### src/rtl/mux4to1_stream.sv
// Four-channel valid/ready merge into one registered output stream, with round-robin
// arbitration between packets and a lock that keeps a multi-beat packet contiguous.
module mux4to1_stream #(
  parameter int unsigned WIDTH = 8
) (
  input  logic             Clk,
  input  logic             Reset_n,
  input  logic [WIDTH-1:0] Data_in_0,
  input  logic [WIDTH-1:0] Data_in_1,
  input  logic [WIDTH-1:0] Data_in_2,
  input  logic [WIDTH-1:0] Data_in_3,
  input  logic             Valid_in_0,
  input  logic             Valid_in_1,
  input  logic             Valid_in_2,
  input  logic             Valid_in_3,
  input  logic             Last_in_0,
  input  logic             Last_in_1,
  input  logic             Last_in_2,
  input  logic             Last_in_3,
  output logic             Ready_out_0,
  output logic             Ready_out_1,
  output logic             Ready_out_2,
  output logic             Ready_out_3,
  output logic [WIDTH-1:0] Data_out,
  output logic [1:0]       Sel_out,
  output logic             Last_out,
  output logic             Valid_out,
  input  logic             Ready_in
);

  typedef enum logic {StIdle, StLocked} state_e;

  state_e           r_state, w_state_next;
  logic [1:0]       r_ptr, w_ptr_next;
  logic [1:0]       r_lock_sel, w_lock_sel_next;
  logic [WIDTH-1:0] r_data;
  logic [1:0]       r_sel;
  logic             r_last;
  logic             r_valid;

  logic [WIDTH-1:0] w_data [4];
  logic [3:0]       w_valid;
  logic [3:0]       w_last;
  logic [1:0]       w_grant;
  logic             w_any;
  logic             w_free;
  logic             w_xfer;
  logic [3:0]       w_ready;

  assign w_data[0] = Data_in_0;
  assign w_data[1] = Data_in_1;
  assign w_data[2] = Data_in_2;
  assign w_data[3] = Data_in_3;
  assign w_valid   = {Valid_in_3, Valid_in_2, Valid_in_1, Valid_in_0};
  assign w_last    = {Last_in_3, Last_in_2, Last_in_1, Last_in_0};

  // Search offsets high to low so the nearest valid channel after ptr wins.
  always_comb begin
    w_grant = r_ptr;
    w_any   = 1'b0;
    if (r_state == StLocked) begin
      w_grant = r_lock_sel;
      w_any   = w_valid[r_lock_sel];
    end else begin
      for (int i = 3; i >= 0; i--) begin
        if (w_valid[r_ptr + 2'(i)]) begin
          w_grant = r_ptr + 2'(i);
          w_any   = 1'b1;
        end
      end
    end
  end

  assign w_free  = !r_valid || Ready_in;
  assign w_xfer  = w_free && w_any;
  // Gated by reset so no channel sees an accept while the block is held in reset.
  assign w_ready = (Reset_n && w_xfer) ? (4'b0001 << w_grant) : 4'b0000;

  assign Ready_out_0 = w_ready[0];
  assign Ready_out_1 = w_ready[1];
  assign Ready_out_2 = w_ready[2];
  assign Ready_out_3 = w_ready[3];

  always_comb begin
    w_state_next    = r_state;
    w_ptr_next      = r_ptr;
    w_lock_sel_next = r_lock_sel;
    if (w_xfer) begin
      unique case (r_state)
        StIdle: begin
          if (w_last[w_grant]) begin
            w_ptr_next = w_grant + 2'd1;
          end else begin
            w_state_next    = StLocked;
            w_lock_sel_next = w_grant;
          end
        end
        StLocked: begin
          if (w_last[w_grant]) begin
            w_state_next = StIdle;
            w_ptr_next   = w_grant + 2'd1;
          end
        end
        default: w_state_next = StIdle;
      endcase
    end
  end

  always_ff @(posedge Clk or negedge Reset_n) begin
    if (!Reset_n) begin
      r_state    <= StIdle;
      r_ptr      <= 2'd0;
      r_lock_sel <= 2'd0;
    end else begin
      r_state    <= w_state_next;
      r_ptr      <= w_ptr_next;
      r_lock_sel <= w_lock_sel_next;
    end
  end

  always_ff @(posedge Clk or negedge Reset_n) begin
    if (!Reset_n) begin
      r_data  <= '0;
      r_sel   <= 2'd0;
      r_last  <= 1'b0;
      r_valid <= 1'b0;
    end else if (w_xfer) begin
      r_data  <= w_data[w_grant];
      r_sel   <= w_grant;
      r_last  <= w_last[w_grant];
      r_valid <= 1'b1;
    end else if (Ready_in) begin
      r_valid <= 1'b0;
    end
  end

  assign Data_out  = r_data;
  assign Sel_out   = r_sel;
  assign Last_out  = r_last;
  assign Valid_out = r_valid;

endmodule

### config.mk
export PLATFORM = sky130hd
export DESIGN_NAME = mux4to1_stream
export DESIGN_NICKNAME = d
export VERILOG_FILES = /design/src/rtl/mux4to1_stream.sv
export SDC_FILE = /design/constraint.sdc
export NUM_CORES = 1
export LEC_CHECK = 0
export ABC_CLOCK_PERIOD_IN_PS = 2900
export BUFFER_PORTS_ARGS = -buffer_cell sky130_fd_sc_hd__buf_2
export CELL_PAD_IN_SITES_DETAIL_PLACEMENT = 0
export CELL_PAD_IN_SITES_GLOBAL_PLACEMENT = 1
export CORE_MARGIN = 2
export CORE_UTILIZATION = 34
export DETAILED_ROUTE_END_ITERATION = 10
export PLACE_DENSITY = 0.81
export SETUP_SLACK_MARGIN = 0.02
export SYNTH_ARGS = -nofsm -noshare
export SYNTH_HDL_FRONTEND = slang
export SYNTH_SLANG_ARGS = --single-unit
### constraint.sdc
create_clock -name Clk -period 2.9 [get_ports Clk]
set_input_delay 0.58 -clock Clk [delete_from_list [all_inputs] [get_ports Clk]]
set_output_delay 0.58 -clock Clk [all_outputs]
set_load 0.005 [all_outputs]
==> results.ini, run 1 <==
[clocking]
htreeDepth = 1
cts_buffers = 3
clockBufferDepth = 2
clock-sinks = 17
insertion_delay_ps = 300
clk_pin_slew_ps = 120
cts_tree = yes
cts_root_buf = clkbuf_4

[layout]
final_cell_area_um2 = 1620
syn_to_final_growth_pct = 29.8
final_core_utilization_pct = 47.3
nets = 228
post_route_cells_drive_above_1_share_pct = 45.0
antenna_cells = 0
fin_cells = 226

[timing]
maxSlewViolCount = 0
fin_crit_ps = 2690
timing.final.crit_share_pct = 92.9
max_slew_margin_pct = 67.0
skew_ps = 8.14
setup_tns_ps = 0
finalSetupViolations = 0
fmax_mhz = 371
grt_setup_unrepaired = false
hold_violations = 0
worstMarginPinSlew_ps = 491

[yosys]
synth_edf_count = 0
ys_types = 41
ys_ff_latch = 17
synth_flop_cell = dfrtp_1
syn_area_per_cell_um2 = 10.5
synthArstFlopShare_pct = 100
seq_area_frac_synth_pct = 34.2
netlist_area_um2 = 1240
yosys_warnings = 0
netlist_instances = 119
synth_fp_nets = 166

[setup_path]
cp.arrival_ps = 2110
crit_required_ps = 2320
reg2reg_depth = 7
worstSetupEndpointType = output pin
rr_endpoint = r_lock_sel[1]
path_max_fanout = 9
regToRegSetupSlack_ps = 670
timing.rr.start = r_ptr[0]
worstSetupPathType = flop to output pin
startpoint_type = flop

[global_routing]
antenna_found_initial = 0
grt_pass1_wl_um = 5120
grt_max_degree = 22
grt_pass1_vias = 1147
grt_usage_pct = 15.5
grt_overflow = 0

[die]
die_area_um2 = 4160
core.rowCount = 21
coreArea_um2 = 3420
initial_core_util_pct = 36.4
num_io_pins = 59
die_h_um = 64.5
die_w_um = 64.5

[hold_path]
hold_class = input port to asynchronous set/reset pin

[placement]
portBuffers = 58
place_inst = 222
placed_cell_area_um2 = 1590
gp_congestion = 0.846
dp_hpwl_um = 2450

[detailed_routing]
num_vias = 1154
ant_nets = 0
wl_per_cell_um = 13.7
drt_first_pass_iters = 4
drt_iter0_drc = 47
wirelength_um = 3090
drc = 0
vias_per_cell = 5.11

[power_and_ir_drop]
power_leakage_nw = 0.836
ir_drop_uv = 418
power_density_nw_per_um2 = 993

[status]
status = completed

[flow_run]
cap_violations = 0

-- Yosys cell counts, types with 2 or more instances --
master / count / share of area (%)
a21o_1: 2 / 1.2
a21oi_1: 3 / 1.2
and3_1: 4 / 2.0
buf_2: 3 / 1.2
buf_6: 2 / 1.8
dfrtp_1: 17 / 34
ha_1: 4 / 4.0
inv_1: 2 / 0.60
mux2_4: 2 / 2.4
mux2i_1: 17 / 14
nand2_1: 16 / 4.8
nor2_1: 5 / 1.5
nor2b_1: 3 / 1.5
nor3_1: 2 / 0.80
o21ai_1: 3 / 1.2
o21bai_1: 2 / 1.2
o221ai_1: 8 / 5.6
-- critical path: stages (launching register included) --
cell and delay [ps]:
dfrtp_2 510, nor3b_2 280, a2111oi_4 100, o31ai_4 330, inv_1 130, ha_1 200
and3_1 150, buf_2 120
-- layout make-up --
| type | instances | area, um2 |
|---|---|---|
| fill | 336 | 1800 |
| multi-input combinational | 93 | 764 |
| sequential | 17 | 427 |
| timing repair buffer | 62 | 320 |
| tap | 46 | 57.6 |
| clock buffer | 3 | 22.5 |
| inverter | 4 | 17.5 |
| clock inverter | 1 | 7.51 |
-- what timing repair did --
action / 4_1_cts / 5_1_grt
resized for setup: 0 / 1
hold buffers: 0 / 0
buffers inserted: 0 / 0
endpoints found under the setup margin: 0 / 2
-- cells by family after synthesis --
family / synth area share, %
mux: 17.9
flops: 34.2
compound gates: 24.3
buf+inv: 4.42
fa+ha+maj: 4.02
simple gates: 15.2
-- per-stage QoR --
stage | worst slack (ps) | hold slack, ps | total power [mW]
after global placement | 301 | 459 | 1.45
final | 207 | 198 | 1.61
after CTS | 151 | 212 | 1.62
after detailed placement | 285 | 469 | 1.47
after global routing | 78.0 | 220 | 1.74
after floorplan | 450 | 284 | 1.20
-- cell usage in the layout (no fill, tap or decap), types with 2 or more instances in the layout --
| cell type | count |
|---|---|
| nand2_1 | 16 |
| buf_2 | 58 |
| mux2_4 | 2 |
| a21oi_1 | 3 |
| clkbuf_4 | 3 |
| o21bai_1 | 2 |
| o21ai_1 | 3 |
| nor2_1 | 5 |
| o221ai_1 | 8 |
| buf_4 | 4 |
| a21o_1 | 2 |
| mux2i_1 | 17 |
| nor2b_1 | 3 |
| ha_1 | 4 |
| dfrtp_1 | 16 |
| nor3_1 | 2 |
| inv_1 | 2 |
| and3_1 | 4 |
-- state kept, by name, summed over array words and instances, names as in the netlist --
signal / flops
Valid_out: 1
r_state: 1
r_lock_sel: 2
Data_out: 8
r_ptr: 2
Last_out: 1
Sel_out: 2
-- power breakdown --
group	total, mW	internal, mW	switching [mW]
combinational	1.01	0.484	0.523
sequential	0.461	0.356	0.105
clock	0.137	0.0525	0.0849
-- routing by layer --
layer,wire (um),GRT usage [%],vias up,part of all wire (%)
li1,-,-,570,-
met1,1370,19.9,539,44
met2,1540,27.5,43,50
met3,166,2.08,2,5.4
met4,10,3.99,0,0.32
met5,0,0,-,0
-- how the worst max path moves through the flow --
stage	depth (start not counted)	from	to	slack, ps
floorplan	7	Valid_in_1	Ready_out_2	450
global placement	8	Valid_in_1	Ready_out_2	300
detailed placement	8	Valid_in_1	Ready_out_2	290
CTS	7	r_ptr[1]	Ready_out_1	150
global route	7	r_ptr[1]	Ready_out_1	80
finish	7	r_ptr[1]	Ready_out_1	210
Note: power is estimated with default switching activity, not from simulation.
==> run 2, diff against run 1 <==
- CORE_ASPECT_RATIO: not set -> 1.2
==> results.ini, run 2 (synthesized netlist as in run 1, its figures left out) <==
[timing]
hold_ws_ps = 265
fin_crit_ps = 2680
fmax_mhz = 373
hold_violations = 0
timing.final.crit_share_pct = 92.5
setup_tns_ps = 0
skew_ps = 4.40
grt_setup_unrepaired = false
max_slew_margin_pct = 61.2
finalSetupViolations = 0
worstMarginPinSlew_ps = 578
maxSlewViolCount = 0

[power_and_ir_drop]
switchingPower_mw = 0.711
sw_frac_of_total_pct = 43.3
p_int_mw = 0.932
clkPwrFrac_pct = 10.7
power_leakage_nw = 0.841
p_seq_share_pct = 27.9
combPwrFrac_pct = 61.4
power_density_nw_per_um2 = 1020
ir_drop_uv = 498

[layout]
syn_to_final_growth_pct = 29.6
n_fill_cell = 351
fin_cells = 218
post_route_cells_drive_above_1_share_pct = 43.6
final_core_utilization_pct = 45.2
largest_reg_flops = 8
final_cell_area_um2 = 1610
nets = 227
antenna_cells = 0
layout_commonest_cell = buf_2
final_cell_mix = buf_2 (58), dfrtp_1 (17), mux2i_1 (17), nand2_1 (16), o221ai_1 (8)

[setup_path]
worstSetupEndpointType = output pin
worstSetupPathType = flop to output pin
startpoint_type = flop
crit_start = r_ptr[1]
path_max_fanout = 9
crit_required_ps = 2320
timing.rr.start = r_ptr[1]
cp.arrival_ps = 2100

[clocking]
cts_tree = yes
clock-sinks = 17
cts-resized-gates = 0
cts_setup_buffers = 0
clk_pin_slew_ps = 70
holdBufCountCts = 0
cts_root_buf = clkbuf_8
htreeDepth = 1
cts_buffers = 3
insertion_delay_ps = 250
clockBufferDepth = 2

[detailed_routing]
vias_per_cell = 5.29
drt_iter0_drc = 38
ant_nets = 0
num_vias = 1154
wl_per_cell_um = 14.6
drt_first_pass_iters = 4
drc = 0
wirelength_um = 3180

[global_routing]
antenna_found_initial = 0
grt_usage_pct = 17.0
grt_pass1_vias = 1214
grt_pass1_wl_um = 5550
grt_overflow = 0
grt_max_degree = 22

[placement]
gp_congestion = 0.843
portBuffers = 58
placed_cell_area_um2 = 1570
place_inst = 214
dp_hpwl_um = 2520

[die]
core.rowCount = 24
die_w_um = 59.2
num_io_pins = 59
coreArea_um2 = 3570
die_h_um = 70.3
initial_core_util_pct = 34.8
die_area_um2 = 4160

[hold_path]
hold_class = input port to asynchronous set/reset pin

[flow_run]
cap_violations = 0

[status]
status = completed

-- run 2: cell count changes in the layout (fill, tap and decap cells not counted), sizes merged --
cell and change:
buf -1, clkbuf +1, clkinvlp -1
-- run 2: power groups by stage --
stage	sequential [mW]	combinational (mW)	clock [mW]
final	0.459	1.01	0.175
after global routing	0.480	1.12	0.194
after CTS	0.461	1.02	0.181
after detailed placement	0.463	1.01	0
after global placement	0.457	0.982	0
after floorplan	0.423	0.775	0
-- run 2: path summary, 6_finish.rpt --
| kind | slack, ps | endpoint | cells after the start |
|---|---|---|---|
| min | 270 | Data_out[4] | 1 |
| max | 220 | Ready_out_1 | 7 |
| min in group Clk | 480 | Sel_out[1] | 2 |
| min reg2reg | 480 | Sel_out[1] | 2 |
| max reg2reg | 620 | r_ptr[1] | 7 |
| max in group asynchronous | 2330 | r_ptr[0] | 1 |
-- run 2: metrics by stage --
step / total power [mW] / setup slack, ps
detailed placement: 1.48 / 289
finish: 1.64 / 218
global placement: 1.44 / 348
floorplan: 1.20 / 450
global route: 1.79 / 92.6
CTS: 1.67 / 209
-- run 2: worst max-delay path, cell delays in order (launching register included) --
cell	delay [ps]
dfrtp_1	510
nor3b_2	320
a2111oi_4	110
o31ai_4	320
inv_1	120
ha_1	200
and3_1	140
buf_2	120
-- run 2: area by class of cell --
| cell class | instances | area [um2] | area share (%) |
|---|---|---|---|
| Tap cell | 39 | 48.8 | 3.02 |
| Multi-Input combinational cell | 93 | 764 | 47.4 |
| Timing Repair Buffer | 61 | 313 | 19.4 |
| Clock buffer | 4 | 45.0 | 2.79 |
| Inverter | 4 | 17.5 | 1.09 |
| Sequential cell | 17 | 425 | 26.4 |
-- run 2: per-layer routing --
| metal | global-route usage (%) | vias up | wire [um] |
|---|---|---|---|
| li1 | - | 568 | - |
| met1 | 22.0 | 533 | 1330 |
| met2 | 28.2 | 49 | 1590 |
| met3 | 2.59 | 4 | 211 |
| met4 | 5.81 | 0 | 44 |
| met5 | 0 | - | 0 |
==> run 3, diff against run 2 <==
- CORE_ASPECT_RATIO: 1.2 -> 0.75
- PLACE_DENSITY: 0.81 -> 0.85
- RECOVER_POWER: not set -> 100
==> results.ini, run 3 (synthesized netlist as in run 1, its figures left out) <==
[clocking]
htreeDepth = 1
cts_buffers = 3
clk_pin_slew_ps = 70
cts-resized-gates = 0
insertion_delay_ps = 260
cts_root_buf = clkbuf_8
cts_setup_buffers = 0
holdBufCountCts = 0
clockBufferDepth = 2
cts_tree = yes
clock-sinks = 17

[detailed_routing]
drt_iter0_drc = 69
drc = 0
num_vias = 1135
vias_per_cell = 4.91
ant_nets = 0
wirelength_um = 3220
drt_first_pass_iters = 4
wl_per_cell_um = 13.9

[setup_path]
rr_endpoint = r_ptr[1]
timing.rr.start = r_ptr[1]
endpoint = Ready_out_1
slowest_stage = dfrtp_1
regToRegSetupSlack_ps = 310
cp_cell_sequence = nor3b_2 -> a2111oi_4 -> o31ai_4 -> inv_1 -> ha_1 -> and3_1 -> buf_2
crit_start = r_ptr[1]
path_max_fanout = 9
max_stage_delay_ps = 500
worstSetupEndpointType = output pin
worstSetupPathType = flop to output pin
cp.arrival_ps = 2080
startpoint_type = flop
reg2reg_depth = 7
crit_required_ps = 2320

[power_and_ir_drop]
p_int_mw = 0.906
combPwrFrac_pct = 60.6
power_leakage_nw = 0.813
switchingPower_mw = 0.720
p_seq_share_pct = 28.1
power_density_nw_per_um2 = 1010
clkPwrFrac_pct = 11.3
ir_drop_uv = 410
sw_frac_of_total_pct = 44.3

[status]
status = completed

[timing]
setup_tns_ps = 0
grt_setup_unrepaired = false
skew_ps = 3.05
max_slew_margin_pct = 33.9
maxSlewViolCount = 0
worstMarginPinSlew_ps = 991
setup_ws_ps = 239
fmax_mhz = 376
hold_violations = 0
fin_crit_ps = 2660
finalSetupViolations = 0
hold_ws_ps = 463
timing.final.crit_share_pct = 91.8

[global_routing]
grt_overflow = 0
use_met2_pct = 27.4
grt_pass1_vias = 1181
grt-busiest-layer = met2
use_met3_pct = 3.59
grt_usage_pct = 16.8
grt_max_degree = 22
grt_use_met1_pct = 22.3
grt_pass1_wl_um = 5440
antenna_found_initial = 0

[layout]
antenna_cells = 0
post_route_cells_drive_above_1_share_pct = 38.5
fin_cells = 231
largest_reg_flops = 8
final_cell_mix = buf_2 (51), dfrtp_1 (17), mux2i_1 (17), nand2_1 (16)
nets = 227
syn_to_final_growth_pct = 29.4
layout_commonest_cell = buf_2

[hold_path]
hold_class = input port to asynchronous set/reset pin

[placement]
place_inst = 227
dp_hpwl_um = 2630
place_ws_ps = 290
portBuffers = 58
gp_congestion = 0.980

[die]
core.rowCount = 19
initial_core_util_pct = 34.7
die_area_um2 = 4170
die_h_um = 56.4
die_w_um = 73.9
num_io_pins = 59
coreArea_um2 = 3590

[flow_run]
cap_violations = 0

## run 3: cell types whose count changed in the layout (fill, tap and decap cells not counted)
cell,before,now
buf_2,58,51
nor3_1,2,3
buf_4,3,2
a211oi_1,0,1
clkbuf_1,1,8
clkinvlp_4,0,1
a211oi_2,1,0
nor3_2,1,0
## run 3: cell type report
| class | instances | area, um2 |
|---|---|---|
| Clock inverter | 1 | 7.51 |
| Inverter | 4 | 17.5 |
| Fill cell | 355 | 1980 |
| Sequential cell | 17 | 425 |
| Timing Repair Buffer | 61 | 300 |
| Tap cell | 52 | 65.1 |
| Clock buffer | 3 | 41.3 |
| Multi-Input combinational cell | 93 | 754 |
## run 3: worst max-delay path, delay by kind of cell, from the launching register on
family	cells	cell delay [ps]
flip-flops	1	500
AND/OR/NAND/NOR	2	440
AO/OA/AOI/OAI	2	440
buffers and inverters	2	250
adder cells (fa/ha/maj)	1	190
## run 3: power groups by stage
stage | Sequential, mW | Clock [mW] | Combinational, mW
after global placement | 0.456 | 0 | 0.991
after floorplan | 0.423 | 0 | 0.775
after CTS | 0.455 | 0.190 | 1.03
after detailed placement | 0.460 | 0 | 1.02
after global routing | 0.472 | 0.204 | 1.10
final | 0.457 | 0.184 | 0.986
## run 3: per-stage QoR
stage	utilization, %	instance area (um2)	power (mW)
global placement	44.2	1590	1.45
floorplan	-	1240	1.20
detailed placement	44.2	1590	1.48
global route	44.9	1610	1.77
CTS	45.5	1630	1.67
finish	44.9	1610	1.63
## run 3: worst min path at each step
stage	startpoint	to	slack, ps
6_report	Reset_n	Data_out[6]	460
5_1_grt	Last_out	Last_out	500
4_1_cts	Reset_n	Data_out[1]	260
3_5_place_dp	Last_out	Last_out	460
3_3_place_gp	Sel_out[1]	Sel_out[1]	460
2_1_floorplan	Reset_n	Data_out[0]	280
## run 3: routing by layer
layer | part of all wire [%] | wire [um]
met2 | 50 | 1620
met4 | 0.90 | 29
met1 | 44 | 1410
met3 | 4.8 | 155
met5 | 0 | 0
